<file path="src/rtl/scan_sequencer.sv">
// scan_sequencer: steps a 3-to-8 decoder through masked lines with a programmable dwell.
// Define SCAN_SEQ_BLANK_EN to insert a one-cycle en=0 gap before every line.
module scan_sequencer #(
  parameter int DWELL_W = 8
) (
  input  logic               clk,
  input  logic               rst_n,
  input  logic               start,
  input  logic               stop,
  input  logic               cont,
  input  logic [7:0]         mask,
  input  logic [DWELL_W-1:0] dwell,
  output logic               a2,
  output logic               a1,
  output logic               a0,
  output logic               en,
  output logic               busy,
  output logic               done
);
  typedef enum logic [1:0] {IDLE, BLANK, DRIVE} state_t;
`ifdef SCAN_SEQ_BLANK_EN
  localparam state_t FIRST = BLANK;
`else
  localparam state_t FIRST = DRIVE;
`endif
  state_t state, state_d;
  logic [2:0] addr, addr_d, nxt_idx, low_in, low_l;
  logic nxt_ok, cont_l, en_d, busy_d, done_d;
  logic [7:0] mask_l;
  logic [DWELL_W-1:0] dwell_l, cnt, cnt_d;
  assign {a2, a1, a0} = addr;
  always_ff @(posedge clk or negedge rst_n) begin
    if (!rst_n) begin
      state   <= IDLE;
      addr    <= '0;
      cnt     <= '0;
      mask_l  <= '0;
      dwell_l <= '0;
      cont_l  <= 1'b0;
      en      <= 1'b0;
      busy    <= 1'b0;
      done    <= 1'b0;
    end else begin
      state <= state_d;
      addr  <= addr_d;
      cnt   <= cnt_d;
      en    <= en_d;
      busy  <= busy_d;
      done  <= done_d;
      if (state == IDLE && start && !stop) begin
        mask_l  <= mask;
        dwell_l <= dwell;
        cont_l  <= cont;
      end
    end
  end
  // descending loops leave the lowest qualifying index in each result
  always_comb begin
    state_d = state;
    addr_d  = addr;
    cnt_d   = cnt;
    done_d  = 1'b0;
    nxt_idx = '0;
    nxt_ok  = 1'b0;
    low_in  = '0;
    low_l   = '0;
    for (int i = 7; i >= 0; i--) begin
      if (mask_l[i] && 3'(i) > addr) begin
        nxt_idx = 3'(i);
        nxt_ok  = 1'b1;
      end
      if (mask[i]) low_in = 3'(i);
      if (mask_l[i]) low_l = 3'(i);
    end
    if (state == IDLE) begin
      if (start && !stop) begin
        if (mask == 8'd0) done_d = 1'b1;
        else begin
          addr_d  = low_in;
          cnt_d   = dwell;
          state_d = FIRST;
        end
      end
    end else if (stop) state_d = IDLE;
    else if (state == BLANK) state_d = DRIVE;
    else if (cnt != '0) cnt_d = cnt - DWELL_W'(1);
    else if (nxt_ok || cont_l) begin
      addr_d  = nxt_ok ? nxt_idx : low_l;
      cnt_d   = dwell_l;
      state_d = FIRST;
    end else begin
      state_d = IDLE;
      done_d  = 1'b1;
    end
  end
  always_comb begin
    en_d   = state_d == DRIVE;
    busy_d = state_d != IDLE;
  end
endmodule
</file>
<file path="config.mk">
export PLATFORM = sky130hd
export DESIGN_NAME = scan_sequencer
export DESIGN_NICKNAME = d
export VERILOG_FILES = /design/src/rtl/scan_sequencer.sv
export SDC_FILE = /design/constraint.sdc
export NUM_CORES = 1
export LEC_CHECK = 0
export BUFFER_PORTS_ARGS = -buffer_cell sky130_fd_sc_hd__clkbuf_2
export CORE_MARGIN = 3
export CORE_UTILIZATION = 55
export DETAILED_ROUTE_END_ITERATION = 12
export PLACE_DENSITY = 0.85
export SETUP_SLACK_MARGIN = 0.02
export SYNTH_ARGS = -nofsm -noshare
export SYNTH_HDL_FRONTEND = slang
export SYNTH_SLANG_ARGS = --single-unit
</file>
<file path="constraint.sdc">
create_clock -name clk -period 4.55 [get_ports clk]
set_clock_uncertainty 0.05 [all_clocks]
set_input_delay 0.455 -clock clk [delete_from_list [all_inputs] [get_ports clk]]
set_output_delay 0.455 -clock clk [all_outputs]
set_load 0.005 [all_outputs]
</file>
==> metrics.txt <==
Congestion Overflow GR=0; H-Tree Depth=2; Top delay family on crit path=simple AND/OR/NAND/NOR gates; max incr delay on CP=580 ps; Max-slew headroom=47.4%; Worst Hold Class=in2async; vias in the first global route=1503; RSZ-0062 raised after global routing=false; CTS buffer count=5; Startpoint Class=register; DRT Wirelength=4.05 mm; final hold slack=approximately 110 ps; post-synthesis async set-or-reset flop share=100%; Yosys top cell area share=a little over two fifths; peak supply drop=0.263 mV; largest net degree at the start of global routing=34; All-Layer GR Usage=21.7%; largest area contributor in the netlist=dfrtp_1; Tightest Pin Transition=approximately 800 ps; Iteration-0 DRC Markers=74; Clock Tree Buf Depth=2; area of the core=approximately 0.0032 mm2; boundary pin count=27; Post-CTS Hold Buffers=0; ys flop type=dfrtp_1; clk slew on worst S/H paths=110 ps; fin nets=about 260; DP HPWL=around 3.0 mm; IO Port Bufs=26; Sink Count=33; synth cell count leaders=33 x dfrtp_1, 21 x nor2_1, 18 x mux2_2, 16 x o21ai_0, 14 x nand2_1; DIE WIDTH=about 65 um; CTS root buf=clkbuf_4; slowest CP cell=or4b_4; crit share post-route=between 70% and 80%; Die Span Y=around 65 um; Layout Cells excl Fill=280; starting density of the core=60.8%; critical path peak fanout=13; worst skew pair latency=around 350 ps; top cells by area, synth=dfrtp_1 42%, mux2_2 10%, o21ai_0 4.1%; final cell utilization of the core=68.6%; Synthesis Warnings=0; routed vias=1645; Tmin final=3290 ps; DR pass1 iterations=5; Post-CTS Setup Inserts=0; Syn Std Cell Area=just under 0.002 mm2; syn nets=231; critical-path cell list=inv_1 > ha_1 > or3b_1 > or4_1 > or4b_4 > a21boi_4 > mux2_2; first-pass GRT wire length=6.93 mm; final hold vios=0; Setup CP Type=reg2reg; final setup fails=0; Layout fillers=between 200 and 300; syn_area_per_cell=around 9.3 um2; Critical path buffers and inverters=1; dpl cells=272; status=completed; synthesized flop and latch total=33; CTS resizes=0; fraction of layout cells with a size suffix above 1=a little over a quarter; via/cell ratio=5.88; Slew Viols, Final=0; P&R area growth vs syn=12.9%; crit end category=register; Post-synth EDFFs=0; CP arrival=3490 ps; # diodes=0; Max-Cap Viols=0; Pwr Density=454 mW/mm2; post-route ant nets=0; wire per inst=around 14 um; WP data required=between 4000 and 5000 ps; LEAKAGE=0.947 nW; CTS tree=yes; Placer Congestion=0.904; Gate Count Post-Synth=209; num rows=20; sequential share of the synthesized area=42.4%; post-synth cell types=between 40 and 50; most numerous cell in the Yosys netlist=dfrtp_1; initial antenna violation count=0; Setup TNS=0 ps; Residual DRC=0; Die Footprint=0.00429 mm2; fmax=approximately 0.3 GHz
worst reg2reg max path, stage by stage (launching register included):
cell and delay (ps):
dfrtp_1 450, inv_1 120, ha_1 310, or3b_1 430, or4_1 510, or4b_4 580, a21boi_4 360, mux2_2 380
registers in the layout, summed over array words and instances (netlist names):
register,count
cont_l,1
en,1
mask_l,8
state,2
cnt,8
addr,3
dwell_l,8
busy,1
done,1
placed cells by master, fill, tap and decap left out, types with 2 or more instances in the layout:
cell type	count
buf_4	2
nand2_1	14
inv_1	11
or4_1	3
o21ai_0	16
o31a_1	2
o31ai_1	8
or2_2	2
nand2b_1	5
dfrtp_1	33
a221oi_1	2
nor2_1	21
xnor2_1	2
o21ai_1	4
nor4_1	2
clkbuf_2	26
a21boi_0	2
a31oi_1	3
mux2i_1	3
a211oi_1	5
clkbuf_4	5
nand3_1	4
a21oi_1	11
a2111oi_0	2
mux2_2	18
nor3_1	7
nor2b_1	3
cell type report:
cell class	count	area [um2]	area share, %
clock buffer	6	51.3	2.33
clock inverter	2	37.5	1.71
inverter	11	41.3	1.88
multi-input combinational	156	1040	47.4
sequential	33	826	37.6
tap	44	55.1	2.50
timing repair buffer	28	145	6.60
per-stage QoR:
step                area, um2  power, W  setup WS (ps)
floorplan                1950  0.000674           1620
CTS                      2200   0.00100           1280
global route             2200   0.00107           1160
global placement         2110  0.000759           1360
detailed placement       2110  0.000766           1300
finish                   2200  0.000998           1260
final timing paths:
check                           start    endpoint  slack (ps)  depth (start not counted)
max in group asynchronous       rst_n          en        3820                          1
min in group clk             dwell[4]  dwell_l[4]         300                          2
min                             rst_n   mask_l[1]         110                          1
max reg2reg                    cnt[0]      cnt[3]        1260                          7
min reg2reg                dwell_l[3]  dwell_l[3]         460                          1
max                            cnt[0]      cnt[3]        1260                          7
power by group:
group	switching [W]	total, W	leakage (nW)	internal (W)
Clock	0.000103	0.000234	0.0445	0.000131
Combinational	0.000154	0.000306	0.501	0.000151
Sequential	0.0000963	0.000459	0.402	0.000363
logic make-up (layout without fill, tap and decap cells):
family                     after synthesis  after routing  share of synthesized area [%]
DFF                                     33             33                           42.4
adders and majority gates                1              1                          0.643
buffers and inverters                   20             47                           4.31
and+or+nand+nor                         70             70                           18.6
xor gates and xnor gates                 2              2                          0.900
AOI/OAI and AO/OA                       62             62                           21.2
muxes                                   21             21                           12.0
routing by layer:
metal	GRT usage [%]	share of wire, %
met1	30.0	49
met2	31.2	43
met3	6.15	6.0
met4	10.1	1.9
met5	0	0
(Power assumes the default switching activity.)
